File: config.mk
export PLATFORM = sky130hd
export DESIGN_NAME = touch_led_array
export DESIGN_NICKNAME = d
export VERILOG_FILES = /design/src/rtl/touch_led_array.sv
export SDC_FILE = /design/constraint.sdc
export NUM_CORES = 1
export LEC_CHECK = 0
export ABC_AREA = 1
export ABC_CLOCK_PERIOD_IN_PS = 1400
export BUFFER_PORTS_ARGS = -buffer_cell sky130_fd_sc_hd__buf_2
export CAP_MARGIN = 20
export CELL_PAD_IN_SITES_DETAIL_PLACEMENT = 1
export CELL_PAD_IN_SITES_GLOBAL_PLACEMENT = 2
export CORE_UTILIZATION = 34
export CTS_CLUSTER_DIAMETER = 60
export DETAILED_ROUTE_END_ITERATION = 12
export PLACE_DENSITY_LB_ADDON = 0.1
export SETUP_SLACK_MARGIN = 0.3
export SYNTH_ARGS = -nofsm -noshare
export SYNTH_HDL_FRONTEND = slang
export SYNTH_SLANG_ARGS = --single-unit
File: constraint.sdc
create_clock -name sys_clk -period 1.4 [get_ports sys_clk]
set_input_delay 0.42 -clock sys_clk [delete_from_list [all_inputs] [get_ports sys_clk]]
set_output_delay 0.42 -clock sys_clk [all_outputs]
set_load 0.01 [all_outputs]
File: src/rtl/touch_led_array.sv
// Multi-channel touch-key controller: 2-FF sync, counter debounce, press/long-press pulses, LED mode drive.
// Latency: db/key_press/led change DEBOUNCE_CYC+1 edges after first raw sample; key_long LONG_CYC edges after db rise.
// Backpressure: none; event pulses are single-cycle and free-running, consumers must sample every cycle.
module touch_led_array #(
    parameter int   CH           = 4,
    parameter int   DEBOUNCE_CYC = 1_000_000,
    parameter int   LONG_CYC     = 50_000_000,
    parameter logic LED_RST      = 1'b1
) (
    input  logic          sys_clk,
    input  logic          sys_rst_n,
    input  logic [CH-1:0] touch_key,
    input  logic [1:0]    mode,
    output logic [CH-1:0] led,
    output logic [CH-1:0] key_press,
    output logic [CH-1:0] key_long
);

    localparam int DW = $clog2(DEBOUNCE_CYC);
    localparam int LW = $clog2(LONG_CYC + 1);
    localparam logic [DW-1:0] DCNT_LAST = DW'(DEBOUNCE_CYC - 1);
    localparam logic [LW-1:0] LCNT_MAX  = LW'(LONG_CYC);
    localparam logic [LW-1:0] LCNT_LAST = LW'(LONG_CYC - 1);

    localparam logic [1:0] MODE_TOGGLE      = 2'b00;
    localparam logic [1:0] MODE_MOMENTARY   = 2'b01;
    localparam logic [1:0] MODE_LONG_TOGGLE = 2'b10;

    logic [CH-1:0] s1_q, s1_d;
    logic [CH-1:0] s2_q, s2_d;
    logic [CH-1:0] db_q, db_d;
    logic [CH-1:0] led_q, led_d;
    logic [CH-1:0] press_q, press_d;
    logic [CH-1:0] long_q, long_d;
    logic [DW-1:0] dcnt_q [CH];
    logic [DW-1:0] dcnt_d [CH];
    logic [LW-1:0] lcnt_q [CH];
    logic [LW-1:0] lcnt_d [CH];

    always_comb begin
        s1_d    = touch_key;
        s2_d    = s1_q;
        db_d    = db_q;
        led_d   = led_q;
        press_d = '0;
        long_d  = '0;
        for (int c = 0; c < CH; c++) begin
            dcnt_d[c] = '0;
            lcnt_d[c] = '0;
        end

        for (int c = 0; c < CH; c++) begin
            // Any sample equal to the stable level restarts the debounce window.
            if (s2_q[c] != db_q[c]) begin
                if (dcnt_q[c] == DCNT_LAST) begin
                    db_d[c]    = s2_q[c];
                    press_d[c] = s2_q[c];
                end else begin
                    dcnt_d[c] = dcnt_q[c] + 1'b1;
                end
            end

            if (db_q[c]) begin
                lcnt_d[c] = (lcnt_q[c] == LCNT_MAX) ? lcnt_q[c] : lcnt_q[c] + 1'b1;
                long_d[c] = (lcnt_q[c] == LCNT_LAST);
            end

            case (mode)
                MODE_TOGGLE:      if (press_d[c]) led_d[c] = ~led_q[c];
                MODE_MOMENTARY:   led_d[c] = db_d[c];
                MODE_LONG_TOGGLE: if (long_d[c]) led_d[c] = ~led_q[c];
                default:          led_d[c] = led_q[c];
            endcase
        end
    end

    always_ff @(posedge sys_clk or negedge sys_rst_n) begin
        if (!sys_rst_n) begin
            s1_q    <= '0;
            s2_q    <= '0;
            db_q    <= '0;
            led_q   <= {CH{LED_RST}};
            press_q <= '0;
            long_q  <= '0;
            for (int c = 0; c < CH; c++) begin
                dcnt_q[c] <= '0;
                lcnt_q[c] <= '0;
            end
        end else begin
            s1_q    <= s1_d;
            s2_q    <= s2_d;
            db_q    <= db_d;
            led_q   <= led_d;
            press_q <= press_d;
            long_q  <= long_d;
            for (int c = 0; c < CH; c++) begin
                dcnt_q[c] <= dcnt_d[c];
                lcnt_q[c] <= lcnt_d[c];
            end
        end
    end

    assign led       = led_q;
    assign key_press = press_q;
    assign key_long  = long_q;

endmodule

==> qor.txt, run 1 <==
FF+latch area -> 5230 sq um
fmax -> 586 MHz
Row Count -> 67
Mapped Cells -> 1545
slowest cell delay on critical path -> 0.37 ns
CP Launch Type -> flip-flop
TritonCTS clock tree -> built
hold slack final -> 0.0203 ns
Final ANT Viol Nets -> 0
Crit path arrival time -> 2.08 ns
Gate power share -> 5.6%
reg2reg start -> lcnt_q[27]
Fillers -> 3841
RSZ-0062 raised after global routing -> true
H-tree depth -> 2
mapped cell area -> 11600 sq um
sequential fraction of the synthesis area -> 44.7%
Hold Path Class -> primary input to flip-flop
worst hold start -> touch_key[1]
# setup viols final -> 173
DIE AREA -> 35000 sq um
Int Pwr -> 12.1 mW
Vias -> 12300
reg-to-reg setup timing slack -> -0.31 ns
Clock Skew -> 0.0130 ns
total power -> 15.6 mW
failing checks -> setup timing
Total GRT Usage -> 22.8%
pin count of the biggest net entering global routing -> 55
Worst Hold End -> s1_q[1]
Sink Count -> 208
clk_lat worst skew -> 0.51 ns
Switching Share -> 22.8%
Setup crit end kind -> flip-flop
DP HPWL -> 26800 um
Reg power frac -> 39.4%
Final Cell Area -> 20000 sq um
Pins Over Slew Limit -> 0
layout cell share with drive strength beyond 1 -> 51.8%
post-synthesis xor/xnor area fraction -> 3.08%
Antenna Cells -> 0
switching pwr -> 3.57 mW
top_reg_cell synth -> dfrtp_1
Max IR drop VDD -> 0.897 mV
final design utilization -> 59.4%
Pwr Density -> 783 nW/um^2
DR pass1 iterations -> 4
critical path type -> flip-flop to flip-flop
via/cell ratio -> 4.87
first-pass GRT wire length -> 65700 um
TNS Setup -> -18.66 ns
Overflow after GRT -> 0
Worst-Margin Slew -> 0.361 ns
FFs w/ async S/R, synth -> 100%
WP buf/inv -> 2
die height -> 187 um
drc violations -> 0
most used cell, CP -> nor2_4
CP max stage cell -> dfrtp_1
worst relative slew slack -> 75.8%
Synth cell types -> 47
Seq cells post-synth -> 208
reg2reg end -> lcnt_q[46]
minimum clock period -> 1.71 ns
Clk pwr share -> 55.0%
Area after DPL -> 15200 sq um
Max-cap violations -> 0
WL/cell -> 16.6 um
number of global-route vias before repair -> 13300
Area Growth Syn to Fin -> 71.6%
# IOs -> 20
min setup slack post-route -> -0.305 ns
Worst Reg-to-Reg Cells -> 9
gp weighted congestion -> 0.811
input/output buffers -> 19
syn avg cell area -> 7.54 sq um
run status -> finished with violations
final net count -> 2069
DRT iter0 DRCs -> 399
TritonCTS Buffers -> 34
multi-input combinational cell area -> 7820 sq um
core area -> 33600 sq um
antenna violations before repair -> 0
post-synthesis mux area share -> 0%
Max Root-Sink Buffers -> 3
clk root buf -> clkbuf_16
CP delay by family, top -> simple AND/OR/NAND/NOR gates
Compound-Gate Fraction of Synth Area -> 7.51%
worst path cell trace -> buf_6 > ha_4 > nand3_4 > nor2_4 > inv_2 > nor2_4 > nand2_2 > nor3_1 > a21oi_1
largest family of logic cells by synthesized area -> simple AND/OR/NAND/NOR gates
die width -> 187 um
Static Leakage -> 9.06 nW
Final Cycle Share -> 122%
Hold Crit Depth -> 1
final WL -> 41900 um
Clk pin slew, worst setup/hold paths -> 0.05 ns
post-synthesis simple-gate area fraction -> 35.6%
Initial Util -> 34.6%
CP required -> 1.77 ns
Critical Path Fanout Max -> 3
area share of fa/ha/maj cells after synthesis -> 1.29%
syn_nets -> 1565
Synth warnings -> 0
Hold Vio Cnt, Final -> 0
number of flops mapped to enable cells by yosys -> 0
==> layout by cell type, fill, tap and decap left out, types with 39 or more instances in the layout <==
| cell | count |
|---|---|
| buf_4 | 329 |
| nand2_1 | 205 |
| dfrtp_1 | 187 |
| nor2_1 | 180 |
| inv_1 | 161 |
| buf_6 | 122 |
| nand2_2 | 68 |
| nor2_4 | 63 |
| nand3_1 | 61 |
| a21oi_1 | 50 |
| nor2_2 | 47 |
| o21ai_2 | 39 |
| nor3_2 | 39 |
==> power groups by stage <==
stage / Clock, mW / Combinational [mW] / Sequential (mW)
2_1_floorplan: 0 / 0.197 / 6.26
3_3_place_gp: 0 / 0.585 / 6.25
3_5_place_dp: 0 / 0.604 / 6.26
4_1_cts: 8.79 / 0.755 / 6.16
5_1_grt: 9.00 / 0.957 / 6.17
6_report: 8.61 / 0.870 / 6.17
==> registers in the layout, indices dropped and copies added (netlist names) <==
register and flops:
led 4, key_long 4, s2_q 4, lcnt_q 104
key_press 4, s1_q 4, db_q 4, dcnt_q 80
==> routing by layer <==
layer | track usage, % | vias to the layer above | wire [um]
met3 | 2.59 | 56 | 649
met1 | 28.3 | 6132 | 17900
met2 | 41.5 | 88 | 22500
met4 | 6.05 | 0 | 839
met5 | 0 | - | 0
li1 | - | 6007 | -
==> synth_stat cells (7+ instances only) <==
cell type,n,share of area [%]
o21ai_0,59,2.5
nor2_2,15,0.81
nor4_1,13,0.70
inv_2,9,0.29
nor3_4,7,0.98
inv_1,208,6.7
a21oi_1,84,3.6
nand4_1,35,1.9
nand2_1,297,9.6
a31oi_1,7,0.38
nor2_4,9,0.87
nor3_1,72,3.1
dfrtp_1,204,44
xor2_1,32,2.4
nor2_1,266,8.6
nand2_2,8,0.43
nand3_1,110,4.7
ha_1,12,1.3
nand3_2,11,0.95
xnor2_1,9,0.68
nor3_2,8,0.69
==> worst max path at each step <==
stage                             end       start  cells past startpoint  slack [ns]
after floorplan            dcnt_q[55]  dcnt_q[40]                      9       -0.01
after global placement    key_long[2]  lcnt_q[26]                      7       -0.15
after detailed placement   dcnt_q[34]  dcnt_q[21]                     10       -0.16
after CTS                      led[0]      led[0]                      1       -0.23
after global routing           led[1]  lcnt_q[52]                     11       -0.35
final                      lcnt_q[46]  lcnt_q[27]                      9       -0.31
==> worst register-to-register path, cell delays in order (launching register included) <==
cell and delay (ns):
dfrtp_1 0.37, buf_6 0.12, ha_4 0.15, nand3_4 0.08, nor2_4 0.19, inv_2 0.09, nor2_4 0.12, nand2_2 0.09
nor3_1 0.23, a21oi_1 0.13
==> cell families (layout without fill, tap and decap cells) <==
family / count (synthesis) / count (layout)
fa+ha+maj: 12 / 12
flops: 208 / 208
xor+xnor: 41 / 41
simple gates: 882 / 882
compound gates: 166 / 166
buf+inv: 236 / 763
==> final cells by class <==
cell class	count	share of cell area [%]
Inverter	219	4.56
Sequential cell	208	26.2
Multi-Input combinational cell	1101	39.2
Clock buffer	50	5.28
Timing Repair inverter	1	0.0438
Tap cell	448	2.81
Timing Repair Buffer	484	21.4
Clock inverter	9	0.545
==> metrics by stage <==
| step | worst slack (ns) | instances |
|---|---|---|
| floorplan | -0.0142 | 1545 |
| detailed placement | -0.159 | 2317 |
| finish | -0.305 | 2520 |
| global route | -0.352 | 2520 |
| CTS | -0.226 | 2458 |
| global placement | -0.146 | 2317 |
==> timing repair <==
item	in CTS	in global routing
endpoints found under the hold margin	61	0
cloned	2	0
hold buffers	1	0
buffers inserted	79	62
gates resized for setup	402	242
setup endpoints to repair	204	212
pin swaps	129	138
(Power assumes the default switching activity.)
==> inputs of run 2 (changes only) <==
--- a/config.mk
+++ b/config.mk
@@ -11,7 +11,9 @@
 export CAP_MARGIN = 20
 export CELL_PAD_IN_SITES_DETAIL_PLACEMENT = 1
 export CELL_PAD_IN_SITES_GLOBAL_PLACEMENT = 2
-export CORE_UTILIZATION = 34
+export CORE_ASPECT_RATIO = 1.2
+export CORE_UTILIZATION = 35
+export CTS_BUF_LIST = sky130_fd_sc_hd__clkbuf_2 sky130_fd_sc_hd__clkbuf_4 sky130_fd_sc_hd__clkbuf_8
 export CTS_CLUSTER_DIAMETER = 60
 export DETAILED_ROUTE_END_ITERATION = 12
 export PLACE_DENSITY_LB_ADDON = 0.1
==> run 2 against run 1 <==
The flow still finishes with violations (setup timing). Cell area unchanged. Maximum frequency rose by 1.2%. Clock power down 15%. Critical path depth down 8. Hold slack improved by 0.25 ns. Cell count is 0.79% higher. Clock skew is 0.0049 ns higher. Critical path type is now flip-flop to output pin. Critical endpoint is now led[1]. Largest cell class unchanged. Largest power group unchanged.
==> qor.txt, run 2 (synthesis results as in run 1) <==
run status -> finished with violations
failing checks -> setup timing
most frequent cells in the layout -> buf_4 (329), nand2_1 (206), dfrtp_1 (177)
commonest non-fill, non-tap cell in the layout -> buf_4
met3 Track Usage GR -> 3.52% (+0.94 points)
core area -> 32500 sq um (-3.3%)
input/output buffers -> 19 (unchanged)
slowest cell delay on critical path -> 0.58 ns (+0.21 ns)
final WL -> 44100 um (+5.2%)
worst hold start -> mode[0]
CP delay by family, top -> flip-flops
Pwr Density -> 714 nW/um^2 (-8.9%)
CP Launch Point -> led[1]
WL/cell -> 17.3 um (+4.4%)
Clock Skew -> 0.0179 ns (+0.00494 ns)
drc violations -> 0 (unchanged)
Crit path arrival time -> 1.27 ns (-0.81 ns)
Final ANT Viol Nets -> 0 (unchanged)
Max IR drop VDD -> 0.619 mV (-31%)
Final Cell Area -> 20000 sq um (unchanged)
minimum clock period -> 1.69 ns (-0.0199 ns)
Total GRT Usage -> 24.1% (+1.3 points)
worst path cell trace -> buf_6
Fillers -> 3708 (-3.5%)
WP buf/inv -> 1 (-1)
# IOs -> 20 (unchanged)
DR pass1 iterations -> 4 (unchanged)
pin count of the biggest net entering global routing -> 36 (-35%)
min setup slack post-route -> -0.286 ns (+0.0199 ns)
DRT iter0 DRCs -> 349 (-13%)
TritonCTS Buffers -> 42 (+24%)
final net count -> 2082 (+0.63%)
clk root buf -> clkbuf_8
Antenna Cells -> 0 (unchanged)
met2 Use GR -> 46.1% (+4.6 points)
clk_lat worst skew -> 0.57 ns (+0.06 ns)
Worst-Margin Slew -> 0.462 ns (+0.102 ns)
biggest regs -> lcnt_q x104, dcnt_q x80
Largest register FFs -> 104 (unchanged)
DIE AREA -> 34000 sq um (-2.8%)
via/cell ratio -> 4.95 (+1.5%)
Sink Count -> 208 (unchanged)
Hold Vio Cnt, Final -> 0 (unchanged)
routing usage on met1 -> 27.5% (-0.87 points)
Hold Path Class -> primary input to flip-flop
dpl ws -> -0.235 ns (-0.0752 ns)
# setup viols final -> 180 (+4.0%)
CP Launch Type -> flip-flop
RSZ-0062 raised after global routing -> true
grt peak-use layer -> met2
antenna violations before repair -> 0 (unchanged)
first-pass GRT wire length -> 66400 um (+1.2%)
Max Root-Sink Buffers -> 3 (unchanged)
Overflow after GRT -> 0 (unchanged)
die height -> 202 um (+7.9%)
die width -> 169 um (-9.9%)
Static Leakage -> 9.10 nW (+0.50%)
DP HPWL -> 27000 um (+0.67%)
Area Growth Syn to Fin -> 71.6% (unchanged)
register bank with the most flops -> lcnt_q
H-tree depth -> 2 (unchanged)
Vias -> 12600 (+2.3%)
CP required -> 0.98 ns (-0.79 ns)
TritonCTS clock tree -> built
fmax -> 593 MHz (+1.2%)
worst relative slew slack -> 68.9% (-6.8 points)
Max-cap violations -> 0 (unchanged)
layout cell share with drive strength beyond 1 -> 54.4% (+2.7 points)
Row Count -> 72 (+7.5%)
critical path type -> flip-flop to output pin
Initial Util -> 35.8% (+1.2 points)
Critical Path Fanout Max -> 2 (-1)
CP max stage cell -> dfstp_2
reg2reg start -> lcnt_q[0]
Area after DPL -> 15000 sq um (-1.6%)
gp weighted congestion -> 0.808 (-0.37%)
number of global-route vias before repair -> 13700 (+3.2%)
Clk pin slew, worst setup/hold paths -> 0.06 ns (about the same)
final design utilization -> 61.4% (+2.0 points)
Final Cycle Share -> 120% (-1.4 points)
Pins Over Slew Limit -> 0 (unchanged)
Setup crit end kind -> output pin
==> run 2: timing repair <==
item / CTS / global route
buffers inserted: 94 / 71
hold buffers: 5 / 0
gates cloned: 1 / 0
pin swaps: 144 / 158
resized for setup: 409 / 307
endpoints found under the setup margin: 204 / 211
endpoints found under the hold margin: 23 / 0
==> run 2: metal layers <==
layer  up-vias  wire length (um)  share of wire (%)
met3        91              1030                2.3
met2       148             24500                 56
met4         0              1250                2.8
met5         -                 0                  0
met1      6292             17300                 39
li1       6033                 -                  -
==> run 2: power by group <==
part           switching (mW)  leakage, nW  total [mW]  internal, mW
Combinational           0.445         5.76       0.800         0.355
Clock                    2.92        0.524        7.30          4.38
Sequential             0.0675         2.82        6.16          6.09
==> run 2: cell type report <==
class	count	area, sq um	area share, %
clock buffers	68	886	4.43
clock inverters	10	103	0.513
inverters	219	912	4.56
multi-input cells	1101	8030	40.2
flip-flops and latches	208	5240	26.2
well taps	444	556	2.78
repair buffers	489	4250	21.3
repair inverters	1	7.51	0.0376
==> run 2: worst min-delay path: stages <==
cell     delay, ns
buf_2         0.14
nand2_1       0.06
nand2_1       0.06
nor2_1        0.04
nand2_1       0.05
nand2_1       0.04
==> run 2: final timing paths <==
check                              to  cells past startpoint  slack [ns]
setup reg to reg            lcnt_q[1]                      9       -0.27
hold reg to reg               s2_q[3]                      0        0.35
min in group asynchronous  dcnt_q[49]                      2        0.34
hold / removal                 led[3]                      6        0.27
max in group asynchronous  lcnt_q[88]                      3        0.49
setup / recovery               led[1]                      1       -0.29
==> run 2: metrics by stage <==
stage	power [mW]	hold slack, ns	instances	TNS, ns
2_1_floorplan	6.45	0.124	1545	-0.0616
3_3_place_gp	6.82	0.339	2291	-4.23
3_5_place_dp	6.84	0.338	2291	-8.75
4_1_cts	14.4	0.236	2469	-10.98
5_1_grt	14.8	0.315	2540	-35.78
6_report	14.3	0.273	2540	-21.14
